## src/rtl/turn_seq_pkg.sv

```systemverilog
// Shared types and default constants for the turn sequencer.
package turn_seq_pkg;

   typedef enum logic [2:0] {
      ST_IDLE,
      ST_PLAYER,
      ST_DELAY,
      ST_ENEMY,
      ST_CHECK,
      ST_WIN,
      ST_LOSS
   } turn_state_t;

   typedef enum logic {
      TGT_ENEMY,
      TGT_CHECK
   } turn_target_t;

   localparam int unsigned DEFAULT_DELAY_CYCLES   = 25_000_000;
   localparam int unsigned DEFAULT_TIMEOUT_CYCLES = 250_000_000;

endpackage

```

## src/rtl/delay_timer.sv

```systemverilog
// Reloadable down-counter: start at edge n gives busy for cycles n+1..n+CYCLES,
// with done flagging the last busy cycle.
module delay_timer
   import turn_seq_pkg::*;
#(
   parameter int unsigned CYCLES = DEFAULT_DELAY_CYCLES
) (
   input  logic Clk,
   input  logic Reset_n,
   input  logic start,
   output logic busy,
   output logic done
);

   localparam int unsigned CW = (CYCLES > 1) ? $clog2(CYCLES) : 1;

   logic [CW-1:0] r_cnt;
   logic          r_busy;

   always_ff @(posedge Clk or negedge Reset_n) begin
      if (!Reset_n) begin
         r_cnt  <= '0;
         r_busy <= 1'b0;
      end else if (start) begin
         r_cnt  <= CW'(CYCLES - 1);
         r_busy <= 1'b1;
      end else if (r_busy) begin
         if (r_cnt == '0) r_busy <= 1'b0;
         else             r_cnt  <= r_cnt - 1'b1;
      end
   end

   assign busy = r_busy;
   assign done = r_busy && (r_cnt == '0);

endmodule

```

## src/rtl/turn_sequencer.sv

```systemverilog
// Turn-order controller: one player move, then NUM_ENEMIES enemy moves, each
// followed by a fixed delay, then a win/loss check. Optional TURN_TIMEOUT_EN adds a player forfeit timer.
module turn_sequencer
   import turn_seq_pkg::*;
#(
   parameter int unsigned NUM_ENEMIES    = 2,
   parameter int unsigned DELAY_CYCLES   = DEFAULT_DELAY_CYCLES,
   parameter int unsigned TURN_W         = 8,
   parameter int unsigned TIMEOUT_CYCLES = DEFAULT_TIMEOUT_CYCLES,
   localparam int unsigned EW            = (NUM_ENEMIES > 1) ? $clog2(NUM_ENEMIES) : 1
) (
   input  logic                   Clk,
   input  logic                   Reset_n,
   input  logic                   Run,
   input  logic                   player_done,
   input  logic [NUM_ENEMIES-1:0] enemy_done,
   input  logic                   win,
   input  logic                   loss,
   output logic                   player_turn,
   output logic [NUM_ENEMIES-1:0] enemy_turn,
   output logic [EW-1:0]          enemy_idx,
   output logic                   counting,
   output logic                   game_over,
   output logic                   winner,
   output logic [TURN_W-1:0]      turn_count,
   output logic                   timed_out
);

   turn_state_t            r_state, w_next;
   turn_target_t           r_target, w_target_next;
   logic [EW-1:0]          r_idx, w_idx_next;
   logic [TURN_W-1:0]      r_turns, w_turns_next;
   logic                   r_player_turn, r_game_over, r_winner, r_timed_out;
   logic [NUM_ENEMIES-1:0] r_enemy_turn;
   logic                   w_forfeit;
   logic                   w_dly_start, w_dly_busy, w_dly_done;
   logic                   w_to_busy, w_to_done;

   assign w_dly_start = (w_next == ST_DELAY) && (r_state != ST_DELAY);

   delay_timer #(.CYCLES(DELAY_CYCLES)) u_delay (
      .Clk     (Clk),
      .Reset_n (Reset_n),
      .start   (w_dly_start),
      .busy    (w_dly_busy),
      .done    (w_dly_done)
   );

`ifdef TURN_TIMEOUT_EN
   logic w_to_start;
   assign w_to_start = (w_next == ST_PLAYER) && (r_state != ST_PLAYER);

   delay_timer #(.CYCLES(TIMEOUT_CYCLES)) u_timeout (
      .Clk     (Clk),
      .Reset_n (Reset_n),
      .start   (w_to_start),
      .busy    (w_to_busy),
      .done    (w_to_done)
   );
`else
   assign w_to_busy = 1'b0;
   assign w_to_done = 1'b0;
`endif

   always_comb begin
      w_next        = r_state;
      w_target_next = r_target;
      w_idx_next    = r_idx;
      w_turns_next  = r_turns;
      w_forfeit     = 1'b0;
      case (r_state)
         ST_IDLE: if (Run) begin
            w_next       = ST_PLAYER;
            w_idx_next   = '0;
            w_turns_next = '0;
         end
         ST_PLAYER: begin
            // A move in the expiry cycle wins over the forfeit.
            w_forfeit = w_to_busy && w_to_done && !player_done;
            if (player_done || w_forfeit) begin
               w_next        = ST_DELAY;
               w_target_next = TGT_ENEMY;
               w_idx_next    = '0;
            end
         end
         ST_DELAY: if (w_dly_done) begin
            if (r_target == TGT_CHECK) w_next = ST_CHECK;
            else                       w_next = ST_ENEMY;
         end
         ST_ENEMY: if (enemy_done[r_idx]) begin
            w_next = ST_DELAY;
            if (r_idx == EW'(NUM_ENEMIES - 1)) begin
               w_target_next = TGT_CHECK;
            end else begin
               w_target_next = TGT_ENEMY;
               w_idx_next    = r_idx + 1'b1;
            end
         end
         ST_CHECK: begin
            if (loss)     w_next = ST_LOSS;
            else if (win) w_next = ST_WIN;
            else begin
               w_next     = ST_PLAYER;
               w_idx_next = '0;
               if (r_turns != '1) w_turns_next = r_turns + 1'b1;
            end
         end
         ST_WIN, ST_LOSS: if (Run) begin
            w_next       = ST_IDLE;
            w_idx_next   = '0;
            w_turns_next = '0;
         end
         default: w_next = ST_IDLE;
      endcase
   end

   // Strobes are registered from the next-state decode so they align with the state they describe.
   always_ff @(posedge Clk or negedge Reset_n) begin
      if (!Reset_n) begin
         r_state       <= ST_IDLE;
         r_target      <= TGT_ENEMY;
         r_idx         <= '0;
         r_turns       <= '0;
         r_player_turn <= 1'b0;
         r_enemy_turn  <= '0;
         r_game_over   <= 1'b0;
         r_winner      <= 1'b0;
         r_timed_out   <= 1'b0;
      end else begin
         r_state       <= w_next;
         r_target      <= w_target_next;
         r_idx         <= w_idx_next;
         r_turns       <= w_turns_next;
         r_player_turn <= (w_next == ST_PLAYER);
         r_enemy_turn  <= (w_next == ST_ENEMY) ? (NUM_ENEMIES'(1) << w_idx_next) : '0;
         r_game_over   <= (w_next == ST_WIN) || (w_next == ST_LOSS);
         r_winner      <= (w_next == ST_WIN);
         r_timed_out   <= w_forfeit;
      end
   end

   assign player_turn = r_player_turn;
   assign enemy_turn  = r_enemy_turn;
   assign enemy_idx   = r_idx;
   assign counting    = w_dly_busy;
   assign game_over   = r_game_over;
   assign winner      = r_winner;
   assign turn_count  = r_turns;
   assign timed_out   = r_timed_out;

endmodule

```

## config.mk

```make
export PLATFORM = sky130hd
export DESIGN_NAME = turn_sequencer
export DESIGN_NICKNAME = d
export VERILOG_FILES = /design/src/rtl/turn_seq_pkg.sv /design/src/rtl/delay_timer.sv /design/src/rtl/turn_sequencer.sv
export SDC_FILE = /design/constraint.sdc
export NUM_CORES = 1
export LEC_CHECK = 0
export BUFFER_PORTS_ARGS = -buffer_cell sky130_fd_sc_hd__buf_2
export CELL_PAD_IN_SITES_DETAIL_PLACEMENT = 1
export CELL_PAD_IN_SITES_GLOBAL_PLACEMENT = 1
export CORE_MARGIN = 4
export CORE_UTILIZATION = 45
export CTS_CLUSTER_SIZE = 16
export DETAILED_ROUTE_END_ITERATION = 8
export PLACE_DENSITY_LB_ADDON = 0.1
export SETUP_SLACK_MARGIN = 0.02
export SYNTH_ARGS = -nofsm -noshare
export SYNTH_HDL_FRONTEND = slang
export SYNTH_SLANG_ARGS = --single-unit
```

## constraint.sdc

```tcl
create_clock -name Clk -period 2.75 [get_ports Clk]
set_input_delay 0.55 -clock Clk [delete_from_list [all_inputs] [get_ports Clk]]
set_output_delay 0.55 -clock Clk [all_outputs]
set_load 0.1 [all_outputs]
```

Yosys cells after proc, flatten, opt, wreduce, memory -nomap -nowiden:

Index checks and enable logic that the tools add are counted.

* register bits: 44
* output and inout bits: 16
* logic and storage cells: 82
* input port bits: 8

* reductions and logical operators: 13
* muxes and demuxes: 34
* add/subtract/negate cells: 3
* $lt $le $gt $ge: 1
* equal/unequal tests: 20
* shifts and indexed selects: 1

Operators with widths (count)
* $mux W25: 3
* $mux W8: 4
* $logic_not A25 Y1: 1
* $sub A25 B1 Y25 const B: 1
* $mux W3: 8
* $pmux W3 S6: 1
* $pmux W8 S2: 1
* $eq A3 B3 Y1 const B: 5
* $mux W1: 14
* $eq A3 B2 Y1 const B: 4
* $ne A2 B2 Y1 const B: 5
* $add A8 B1 Y8 const B: 1
* $ne A8 B8 Y1 const B: 1
* $eq A3 B1 Y1 const B: 2
* $reduce_bool A2 Y1: 3
* $reduce_and A5 Y1: 1
* $ne A2 B1 Y1 const B: 2
* $pmux W1 S4: 1
* $logic_not A3 Y1: 1
* $ne A3 B2 Y1 const B: 1
* $reduce_and A3 Y1: 1
* $reduce_or A3 Y1: 1
* $logic_and A1 B1 Y1: 2
* $lt A1 B2 Y1 const B: 1
* 7 further kinds: 7

Longest topological paths before layout:

* word-level depth: 8
* mapped depth: 7
* depth with buffers taken out: 7

Modules after synthesis:

A second synthesis with hierarchy kept.

* cells, all modules: 265
* area total of the unflattened synthesis: 2558.7 sq um

By module, submodules not included
* delay_timer: area each 1505.2 sq um, cells each 151, seq. area each 650.6 sq um, instances 1
* turn_sequencer: area each 1053.5 sq um, cells each 114, seq. area each 450.4 sq um, instances 1

Least setup slack after synthesis:

Ideal clock, no wire load.

* path type: reg2reg
* from: register r_turns[0], in the netlist turn_count[0]
* to: register r_turns[5], in the netlist turn_count[5]
* required time: 2.673 ns
* stages on the path, launching flop included: 7
* arrival time: 2.138 ns
* setup time: 0.077 ns
* buffers on the path: 0
* path slack: 0.534 ns
* period minus slack after synthesis: 2.216 ns
* path through: dfrtp_1 ha_1 and3_1 nand3_1 nand2_1 or3_1 a21oi_1

* word-level cells in the longest chain between the ends: 5
* elaborated cells between the ends (all ways): 8
* those cells by class: add/sub (1); eq/ne (2); mux (4); reduce/logical (1)

Ends and longest elaborated chain
* start, declared: line turn_sequencer.sv:32 `logic [TURN_W-1:0] r_turns, w_turns_next;`
* start signal, assigned: line turn_sequencer.sv:133 `r_turns <= w_turns_next;`
* $add A8 B1 Y8: line turn_sequencer.sv:105 `if (r_turns != '1) w_turns_next = r_turns + 1'b1;`
* $mux W8: line turn_sequencer.sv:105
* $mux W8: line turn_sequencer.sv:101 `else if (win) w_next = ST_WIN;`
* $mux W8: line turn_sequencer.sv:100 `if (loss) w_next = ST_LOSS;`
* $pmux W8 S2: line turn_sequencer.sv:71 `case (r_state)`

Parallel ways exist; a longest one is shown, timed or not. The select of a mux whose other input is x is not followed.
A chain may end at the register's enable or synchronous reset.

Final worst setup path:

* from: register u_delay.r_cnt[11]
* to: register u_delay.r_cnt[2]

* word-level cells in the longest chain between the ends: 8
* elaborated cells between the ends (all ways): 10
* those cells by class: eq/ne (2); mux (3); reduce/logical (5)

Ends and longest elaborated chain
* start, declared: line delay_timer.sv:17 `logic [CW-1:0] r_cnt;`
* start signal, assigned: line delay_timer.sv:25 `r_cnt <= CW'(CYCLES - 1);`
* start signal, assigned: line delay_timer.sv:29 `else r_cnt <= r_cnt - 1'b1;`
* $logic_not A25 Y1 (*): line delay_timer.sv:28, delay_timer.sv:34
* $logic_and A1 B1 Y1: line delay_timer.sv:34 `assign done = r_busy && (r_cnt == '0);`
* $mux W3: line turn_sequencer.sv:86 `ST_DELAY: if (w_dly_done) begin`
* $pmux W3 S6: line turn_sequencer.sv:71
* $eq A3 B2 Y1: line turn_sequencer.sv:39 `assign w_dly_start = (w_next == ST_DELAY) && (r_state != ST_DELAY);`
* $logic_and A1 B1 Y1: line turn_sequencer.sv:39
* $ne A2 B1 Y1 (no line) / $reduce_bool A2 Y1 (equally long branches)
* $reduce_and A2 Y1 (no line)

Every way passes the cells marked *; elsewhere a longest branch is shown, timed or not.

==> metrics.cfg <==
[run_status]
outcome = finished, final reports clean

[synthesis]
synth_cell_type_count = 52
synth_most_common_cell = dfrtp_1
synth_flop_cell = dfrtp_1
syn_area_per_cell_um2 = 9.715
yosys-top-cells-count = dfrtp_1, nand2_1, nand3_1, nor2_1, o21ai_0
netlist_area_mm2 = 0.002390
synth_top_area_share = 0.4607
synthCells = 246
yosysSeqAreaShare = 0.4607
ys_ff_latch = 44
yosysWarnings = 0
synth-edff-count = 0
synthArstFlopShare = 1.000
synth_nets = 257
yosysTopAreaCell = dfrtp_1
ys_top_cells_by_area = dfrtp_1, xor2_1, nand3_1, nand2_1, o21ai_0

[power]
power.density_mw_per_mm2 = 719.2
finalPower_mw = 1.927
vdd_ir_drop_max_mv = 0.3891
p_leak_nw = 1.069

[worst_setup_path]
cp.required_ps = 2930
crit_arrival_ps = 2380
reg2reg_depth = 5
crit_path_max_incr_delay_ps = 590
path_class = reg -> reg
critPathCaptureType = register
slowest_stage = nor4_1
path_delay_family = simple AND/OR/NAND/NOR gates
regToRegSetupSlack_ps = 550
r2r_end = u_delay.r_cnt[2]
cp-start-kind = register
critPathBufInv = 0
path_cells = nor4_1 -> nand4_2 -> o211ai_2 -> xor2_1 -> nand2_1
cp.depth = 5
worstPathMaxFanout = 9
worstReg2RegStart = u_delay.r_cnt[11]

[floorplan]
coreArea_mm2 = 0.005140
die_h_um = 80.88
chipWidth_um = 80.88
io_pins = 24
design.die.area_mm2 = 0.006541
rows = 26
start_util = 0.4649

[placed_design]
routabilityCongestion = 0.7759
io_buffers = 22
dpl_cell_area_mm2 = 0.002571
hpwl_um = 3780

[final_layout]
nNetsFinal = 280
area_growth_pct = 12.09
finalCoreUtilization = 0.5212
stdcell_area_mm2 = 0.002679
drive_gt1_frac = 0.1815
antenna_cells = 0

[timing]
relSlewSlack = 0.5702
rsz0062_at_grt = no
worstMarginPinSlew_ps = 638.8
final_hold_viol_count = 0
fmax_ghz = 0.4540
drv_slew = 0
hold_ws_ps = 321.0
finalSetupViolations = 0
skew_ps = 8.447
min_period_ps = 2203
tns_ps = 0
min_period_over_period = 0.8010

[clock_network]
post-cts-setup-buffer-count = 0
htreeDepth = 2
clkTransAtPathRegs_ps = 90
cts_tree = done
root_buffer = clkbuf_8
cts_resized = 0
ctsHoldBuffers = 0
clkLatencyLatePin_ps = 290
cts_max_path_buffers = 2
cts_inserted_buffers = 5
clock-sinks = 44

[drt]
drt_iter0_drc = 65
ant_nets = 0
drcViolationCount = 0
drt-total-wl_um = 5256
vias = 1931
vias_per_cell = 5.679
firstDrtPassIters = 4
route.detailed.wl_per_inst_um = 15.46

[run]
drv_cap = 0

[global_route]
grt_pass1_wl_um = 8970
grt-ovfl-total = 0
track_usage = 0.1740
grt_pass1_vias = 1889
grt_max_degree = 45
antenna_found_initial = 0

[min_path]
hp-class = in -> async

[registers in the layout (all words and copies together) (netlist names)]
name,count
winner,1
turn_count,8
u_delay.busy,1
u_delay.r_cnt,25
game_over,1
enemy_turn,2
enemy_idx,1
r_target,1
player_turn,1
r_state,3
[report_power, final]
group | switching [mW] | internal, mW
combinational | 0.404 | 0.195
sequential | 0.122 | 0.715
clock | 0.221 | 0.270
total | 0.746 | 1.18
[per-stage QoR]
stage | cells | setup WS, ps
finish | 340 | 547.3
floorplan | 246 | 534.1
detailed placement | 332 | 578.7
global placement | 332 | 592.6
global route | 340 | 307.0
CTS | 340 | 550.5
[layer usage]
metal  global-route usage  wire length, um
met5                    0                0
met4              0.04054               48
met3              0.03326              142
met2               0.2874             2444
met1               0.2362             2620
[final cells by class]
cell class | instances | area (um^2)
Tap cell | 70 | 87.58
Clock buffer | 6 | 72.57
Clock inverter | 2 | 35.03
Timing Repair Buffer | 25 | 132.6
Multi-Input combinational cell | 187 | 1227
Inverter | 6 | 22.52
Sequential cell | 44 | 1101
Fill cell | 601 | 2461
[worst max path at each step]
stage | start | endpoint
global route | u_delay.r_cnt[11] | u_delay.r_cnt[2]
global placement | u_delay.r_cnt[11] | u_delay.r_cnt[2]
floorplan | turn_count[0] | turn_count[5]
CTS | u_delay.r_cnt[11] | u_delay.r_cnt[2]
finish | u_delay.r_cnt[11] | u_delay.r_cnt[2]
detailed placement | u_delay.r_cnt[11] | u_delay.r_cnt[2]
[cells by family (layout without fill, tap and decap cells)]
logic type | after synthesis | count (layout) | synth area share
adder cells (fa/ha/maj) | 3 | 3 | 0.01571
flip-flops | 44 | 44 | 0.4607
AO/OA/AOI/OAI | 54 | 54 | 0.1550
XOR/XNOR | 16 | 16 | 0.05864
other | 1 | 1 | 0.001569
buffers and inverters | 15 | 39 | 0.02565
AND/OR/NAND/NOR | 111 | 111 | 0.2743
multiplexers | 2 | 2 | 0.008377
[placed cells by master (no fill, tap or decap), drive strengths merged, types with 3 or more instances in the layout]
master / instances
o31ai: 4
dfrtp: 44
buf: 25
inv: 6
clkbuf: 6
nor2b: 5
and3: 3
ha: 3
nor2: 16
o211ai: 6
nand2: 23
a21oi: 11
xor2: 14
nand3: 22
or4: 8
o21ai: 16
or3: 11
nor4: 8
nand4: 4
[worst reg2reg max path: cells and delay by family, from the launching register on]
| kind | cells | cell delay, ps |
|---|---|---|
| simple gates | 3 | 1070 |
| compound gates | 1 | 430 |
| flops | 1 | 420 |
| xor+xnor | 1 | 180 |
No activity file was read; power rests on OpenSTA's default activity.
